`src/rtl/speck_key_schedule.sv`:
```
// -----------------------------------------------------------------------------
// speck_key_schedule
//
// Round-key generator for SPECK64/128. A 128-bit master key is captured on a
// start pulse and expanded with the SPECK key-schedule recurrence. One 32-bit
// round key is presented per round on a valid/ready stream. Every accepted key
// is also written into a local register file for later random-access reads.
//
// Ports
//   clk       rising-edge clock
//   rst_n     asynchronous active-low reset (clears state and register file)
//   start     single-cycle request, honoured only while idle
//   key       master key {l2, l1, l0, k0}, k0 = key[31:0]
//   busy      high while the schedule is being expanded
//   rk_valid  round key available on rk_data
//   rk_ready  downstream accepts the key when rk_valid & rk_ready
//   rk_data   current round key k_i
//   rk_idx    round index i of rk_data
//   done      one-cycle pulse after the final key is accepted
//   rd_addr   register-file read address
//   rd_data   combinational read of round key rd_addr (0 when out of range)
// -----------------------------------------------------------------------------
module speck_key_schedule #(
  parameter int WORD_W = 32,
  parameter int ROUNDS = 27,
  parameter int ALPHA  = 8,
  parameter int BETA   = 3
) (
  input  logic                clk,
  input  logic                rst_n,
  input  logic                start,
  input  logic [4*WORD_W-1:0] key,
  output logic                busy,
  output logic                rk_valid,
  input  logic                rk_ready,
  output logic [WORD_W-1:0]   rk_data,
  output logic [4:0]          rk_idx,
  output logic                done,
  input  logic [4:0]          rd_addr,
  output logic [WORD_W-1:0]   rd_data
);

  localparam logic [WORD_W-1:0] ZERO_W   = {WORD_W{1'b0}};
  localparam logic [4:0]        LAST_IDX = 5'(ROUNDS - 1);
  localparam logic [4:0]        NUM_RK   = 5'(ROUNDS);

  typedef enum logic {
    ST_IDLE   = 1'b0,
    ST_EXPAND = 1'b1
  } state_t;

  // Constant-amount rotations; the amounts are parameters, so these reduce to wiring.
  function automatic logic [WORD_W-1:0] ror_w(input logic [WORD_W-1:0] x, input int n);
    return (x >> n) | (x << (WORD_W - n));
  endfunction

  function automatic logic [WORD_W-1:0] rol_w(input logic [WORD_W-1:0] x, input int n);
    return (x << n) | (x >> (WORD_W - n));
  endfunction

  state_t              state_r;
  logic [WORD_W-1:0]   k_r;
  logic [WORD_W-1:0]   l0_r;
  logic [WORD_W-1:0]   l1_r;
  logic [WORD_W-1:0]   l2_r;
  logic [4:0]          i_r;
  logic                busy_r;
  logic                valid_r;
  logic                done_r;
  logic [WORD_W-1:0]   rf_r [ROUNDS];

  logic [WORD_W-1:0]   l_new_s;
  logic [WORD_W-1:0]   k_next_s;
  logic [WORD_W-1:0]   rd_data_s;

  // One step of the key-schedule recurrence; the round index is folded into l.
  always_comb begin
    l_new_s  = (k_r + ror_w(l0_r, ALPHA)) ^ WORD_W'(i_r);
    k_next_s = rol_w(k_r, BETA) ^ l_new_s;
  end

  // Control FSM, key-schedule state and register-file writes.
  always_ff @(posedge clk or negedge rst_n) begin
    if (!rst_n) begin
      state_r <= ST_IDLE;
      k_r     <= ZERO_W;
      l0_r    <= ZERO_W;
      l1_r    <= ZERO_W;
      l2_r    <= ZERO_W;
      i_r     <= 5'd0;
      busy_r  <= 1'b0;
      valid_r <= 1'b0;
      done_r  <= 1'b0;
      for (int j = 0; j < ROUNDS; j++) begin
        rf_r[j] <= ZERO_W;
      end
    end else begin
      done_r <= 1'b0;
      case (state_r)
        ST_IDLE: begin
          if (start) begin
            k_r     <= key[WORD_W-1:0];
            l0_r    <= key[2*WORD_W-1:WORD_W];
            l1_r    <= key[3*WORD_W-1:2*WORD_W];
            l2_r    <= key[4*WORD_W-1:3*WORD_W];
            i_r     <= 5'd0;
            busy_r  <= 1'b1;
            valid_r <= 1'b1;
            state_r <= ST_EXPAND;
          end else begin
            state_r <= ST_IDLE;
          end
        end
        ST_EXPAND: begin
          // Without a handshake everything holds, so rk_data/rk_idx stay stable.
          if (rk_ready) begin
            rf_r[i_r] <= k_r;
            k_r       <= k_next_s;
            l0_r      <= l1_r;
            l1_r      <= l2_r;
            l2_r      <= l_new_s;
            i_r       <= i_r + 5'd1;
            if (i_r == LAST_IDX) begin
              busy_r  <= 1'b0;
              valid_r <= 1'b0;
              done_r  <= 1'b1;
              state_r <= ST_IDLE;
            end else begin
              state_r <= ST_EXPAND;
            end
          end else begin
            state_r <= ST_EXPAND;
          end
        end
        default: begin
          busy_r  <= 1'b0;
          valid_r <= 1'b0;
          state_r <= ST_IDLE;
        end
      endcase
    end
  end

  // Random-access read port; addresses past the last round read as zero.
  always_comb begin
    rd_data_s = ZERO_W;
    if (rd_addr < NUM_RK) begin
      rd_data_s = rf_r[rd_addr];
    end else begin
      rd_data_s = ZERO_W;
    end
  end

  assign busy     = busy_r;
  assign rk_valid = valid_r;
  assign done     = done_r;
  assign rk_data  = k_r;
  assign rk_idx   = i_r;
  assign rd_data  = rd_data_s;

endmodule

```
`config.mk`:
```
export PLATFORM = sky130hd
export DESIGN_NAME = speck_key_schedule
export DESIGN_NICKNAME = d
export VERILOG_FILES = /design/src/rtl/speck_key_schedule.sv
export SDC_FILE = /design/constraint.sdc
export NUM_CORES = 2
export LEC_CHECK = 0
export ABC_AREA = 1
export CAP_MARGIN = 20
export CORE_ASPECT_RATIO = 0.6
export CORE_MARGIN = 2
export CORE_UTILIZATION = 32
export CTS_CLUSTER_DIAMETER = 200
export DETAILED_ROUTE_END_ITERATION = 8
export SLEW_MARGIN = 10
export SYNTH_ARGS = -nofsm -noshare
export SYNTH_HDL_FRONTEND = slang
export SYNTH_SLANG_ARGS = --single-unit
```
`constraint.sdc`:
```
create_clock -name clk -period 3.3 [get_ports clk]
set_input_delay 0.66 -clock clk [delete_from_list [all_inputs] [get_ports clk]]
set_output_delay 0.66 -clock clk [all_outputs]
set_load 0.1 [all_outputs]
```
# ---- Yosys cells after proc, flatten, opt, wreduce, memory -nomap -nowiden
# Index checks and enable logic that the tools add are counted.
dict set report totals {
  word_cells 89
  mem_count 0
  latchBits 0
  regBits 1000
  rom_bits 0
  input_bits 137
  mem_bits_rw 0
}
dict set report classes {
  n_shift 0
  n_eq_ne 4
  n_addsub 2
  n_mul 0
  reduce_logical 4
  bitwise_logic 7
  div_mod_pow 0
  muxes 33
  order_cmp 4
}
# op count
set ops {}
lappend ops {{bitwise mux 864 bit} 1}
lappend ops {{two-way mux 32 bit} 12}
lappend ops {{case mux 32 bit (2 select lines)} 4}
lappend ops {{binary-select mux 32 bit (select 5 bit)} 1}
lappend ops {{demux 32 bit (select 5 bit)} 1}
lappend ops {{adder 32 bit} 1}
lappend ops {{OR 24 x 32 -> 32 bit} 1}
lappend ops {{OR 32 x 3 -> 32 bit} 1}
lappend ops {{bitwise XOR 32 bit} 1}
lappend ops {{bitwise XOR 32 x 5 -> 32 bit} 1}
lappend ops {{greater-or-equal comparator 6 bit, second input constant} 2}
lappend ops {{inverter 5 -> 6 bit} 2}
lappend ops {{two-way mux 5 bit} 2}
lappend ops {{case mux 5 bit (2 select lines)} 1}
lappend ops {{two-way mux 1 bit} 9}
lappend ops {{< comparator 6 x 1 -> 1 bit, second input constant} 1}
lappend ops {{adder 5 x 1 -> 5 bit, second input constant} 1}
lappend ops {{== test 5 bit, second input constant} 1}
lappend ops {{< comparator 5 bit, second input constant} 1}
lappend ops {{inequality test 2 bit, second input constant} 2}
lappend ops {{case mux 1 bit (2 select lines)} 2}
lappend ops {{AND reduction 2 bit} 2}
lappend ops {{AND reduction 3 bit} 1}
lappend ops {{inequality test 2 x 1 -> 1 bit, second input constant} 1}
lappend ops {{2 further kinds} 2}

# ---- Logic depth before layout (Yosys ltp)
dict set report depth {
  depth_word 6
  ltp_mapped 15
  ltp_nobuf 15
}

# ---- Worst setup path after synthesis
# Ideal clock, no wire load.
dict set report synth_path {
  path_type {input to output}
  from {input rd_addr[1]}
  to {output rd_data[8]}
  required_time_ps 2640
  n_path_buf 3
  path_stages 9
  arrival_time_ps 3246
  slack_ps -606
  path_cell_list {buf_2 -> nand2_1 -> inv_2 -> buf_2 -> clkbuf_1 -> a22oi_1 -> nand3_1 -> nand2_1 -> a32oi_1}
}
dict set report synth_via {
  elab_chain_len 5
  elab_cells_between_ends 6
  classes_between {order compare (1); mux (4); bitwise (1)}
}
# item line_no
set synth_lines {}
lappend synth_lines {{start: declaration} 39} ;# input logic [4:0] rd_addr,
lappend synth_lines {{inverter 5 -> 6 bit (not written as such)} 148} ;# rd_data_s = rf_r[rd_addr];
lappend synth_lines {{binary-select mux 32 bit (select 5 bit)} 148}
lappend synth_lines {{two-way mux 32 bit (not written as such) (2 in series)} 148}
lappend synth_lines {{two-way mux 32 bit *} 147} ;# if (rd_addr < NUM_RK) begin
lappend synth_lines {{end: declaration} 40} ;# output logic [WORD_W-1:0] rd_data
# Mark *: on every way between the ends. The rest lies on a longest branch, timed or not. The select of a mux whose other input is x is not followed.

# ---- Worst setup path in the final report
dict set report layout_path {
  from {input rd_addr[1]}
  to {output rd_data[7]}
}
# Same word-level chain as after synthesis.

==> run metrics <==
status completed; design internal power 29800 uW; Port Buffers 208; clk sink count 1000; post-layout min period 3.22 ns; routability cong. 0.951; final setup fails 0; total wire length 162000 um; P per Cell Area 941 nW/um^2; Worst Path Required 2.64 ns; Synth cell types 42; critical path's largest stage delay 0.28 ns; Vias/cell 5.33; total track usage 0.212; Setup crit end kind output port; share of the synthesized area in the top cell type 0.533; GRT busiest layer met1; post-synthesis sequential area ratio 0.533; Post-synth EDFFs 0; TritonCTS Buffers 88; GR Util met3 0.0508; DR vias 41600; Root Buffer clkbuf_16; TritonCTS clock tree built; Mapped Cells ~5800; Core Region 145000 um^2; Syn Nets approximately 6000; DR pass1 iterations 6; CP Launch Point rd_addr[1]; CP startpoint kind input port; placed inst area 52300 um^2; total grt overflow 0; die area between 100000 and 150000 um^2; Design Area, Final 55300 um^2; drt wl/cell between 20 and 25 um; utilization after layout 0.381; switching share of total power 0.427; Max Slew Vio Count 0; CP delay by family, top buffers and inverters; Critical-path top delay cell o2111ai_1; Worst Tran Pin Value 1.03 ns; initial antenna violation count 0; Switch Pwr between 20000 and 25000 uW; Lkg Pwr 0.0249 uW; relative slew slack 0.310; Seq cells post-synth 1000; Post-Syn Area per Cell 8.14 um^2; Max Cap Viol 0; Detail Route Antenna Nets 0; row count 108; Ys Warns 0; unrepaired setup endpoints after global routing false; share of cells above drive strength 1 0.0845; Initial DRC Count 5064; largest cells by area after synthesis dfrtp_1 (53%), o21ai_0 (12%), nand2_1 (11%); Mapped Area 46900 um^2; Crit Path Class in2out; Area Growth Syn to Fin 17.9%; Post-synth top flop dfrtp_1; GR Util met2 0.297; most common library cells after synthesis nand2_1 (1430), o21ai_0 (1093), dfrtp_1 (1000), nor2_1 (458), inv_1 (359); period utilization 0.975; clock power share 0.209; critical path, cell by cell buf_4 -> inv_4 -> buf_12 -> buf_4 -> o21ai_0 -> o2111ai_1 -> nand3_1 -> nand2_1 -> inv_1 -> a31oi_4 -> buf_12; DRC 0; logic gate share of total power 0.405; Fin Hold WS between 0.4 and 0.5 ns; initial core utilization 0.323; Max clock buf depth 3; Arr. time, crit path 2.56 ns; Synth async-reset ratio 1.00; Hold Vio Cnt, Final 0; io pins ~210; CTS clk-pin slew, worst paths 0.07 ns; clock skew 0.0294 ns; Synth area leader dfrtp_1; Final nets approximately 6000; Die Y 301 um; die width 498 um; worst skew pair latency 0.70 ns; H-tree Lvls 3; sequential power share 0.386; pin count of the biggest net entering global routing 109; type of the tightest min-delay check in2async; Achievable Freq 311 MHz; number of global-route vias before repair 39200; count leader, synth nand2_1; Buf/Inv on CP 6; Global Route met1 Usage 0.326; Peak VDD IR 0.000790 V; DP HPWL roughly 110000 um; first-pass GRT wire length 247000 um; CP max FO 35; worst r2r src l0_r[8]
cell type report:
class                           instances  area, um^2
Antenna cell                            1        2.50
Tap cell                             1925        2410
Clock buffer                          128        2620
Clock inverter                         24         319
Timing Repair Buffer                  419        4650
Sequential cell                      1000       25000
Fill cell                           14800       89800
Multi-Input combinational cell       3937       18900
Inverter                              371        1420
cells by family after synthesis:
kind of cell	share of synthesized area
AOI/OAI and AO/OA	0.208
buffers and inverters	0.0695
and+or+nand+nor	0.174
xor gates and xnor gates	0.00485
DFF	0.533
muxes	0.000240
adders and majority gates	0.00976
what timing repair did:
| action | 4_1_cts | 5_1_grt |
|---|---|---|
| endpoints found under the setup margin | 12 | 15 |
| endpoints found under the hold margin | 24 | 0 |
| hold buffers | 1 | 0 |
| buffers inserted | 1 | 0 |
| gates resized for setup | 7 | 7 |
power groups by stage:
stage | sequential (uW) | clock, uW | combinational [uW]
after CTS | 20000 | 11100 | 20700
final | 20100 | 10900 | 21100
after global routing | 20700 | 11500 | 23300
after global placement | 20100 | 0 | 20200
after detailed placement | 20200 | 0 | 20600
after floorplan | 20900 | 0 | 12200
worst reg2reg max path, stage by stage (launching register included):
cell     delay (ns)
dfrtp_1        0.40
ha_1           0.30
inv_1          0.09
fa_1           0.43
inv_1          0.12
nand2_1        0.06
nand3_1        0.11
nand2_1        0.13
nand2_1        0.27
xor2_1         0.57
nand2_1        0.22
nand3_1        0.17
nand2_1        0.07
o21ai_0        0.07
through the flow:
stage,worst slack [ns],TNS [ns],total power [uW],std cells
2_1_floorplan,-0.0165,-0.0165,33100,5769
3_3_place_gp,-0.0845,-0.576,40300,7650
3_5_place_dp,-0.0886,-0.429,40800,7650
4_1_cts,0.00579,0,51800,7804
5_1_grt,0.0274,0,55500,7804
6_report,0.0814,0,52100,7805
metal layers:
metal  share of wire  vias up
li1                -    19200
met1            0.47    20500
met2            0.41     1760
met3           0.094      181
met4           0.019        0
met5               0        -
sequential cells by signal (all words and copies together) (netlist names):
signal	cells
rk_valid	1
rk_idx	5
l2_r	32
rk_data	32
l0_r	32
l1_r	32
state_r	1
rf_r	864
done	1
layout by cell type, fill, tap and decap left out, types with 50 or more instances in the layout:
cell type        netlist  layout
a21oi_1              344     337
a22oi_1               66      61
a31oi_1               72      71
buf_12                 0      91
buf_4                  3     191
clkbuf_16              0      91
clkdlybuf4s50_1        0     130
dfrtp_1             1000     999
inv_1                359     355
nand2_1             1430    1411
nand3_1              180     179
nor2_1               458     454
o2111ai_1             50      50
o21ai_0             1093    1091
worst paths after layout:
path | endpoint | slack (ns) | cells after the start
max reg2reg | rk_data[14] | 0.22 | 13
min | rf_r[214] | 0.48 | 2
max in group asynchronous | rk_data[7] | 1.74 | 4
min reg2reg | rf_r[81] | 0.48 | 2
min in group clk | rf_r[81] | 0.48 | 2
max | rd_data[7] | 0.08 | 11
No activity file was read; power rests on OpenSTA's default activity.
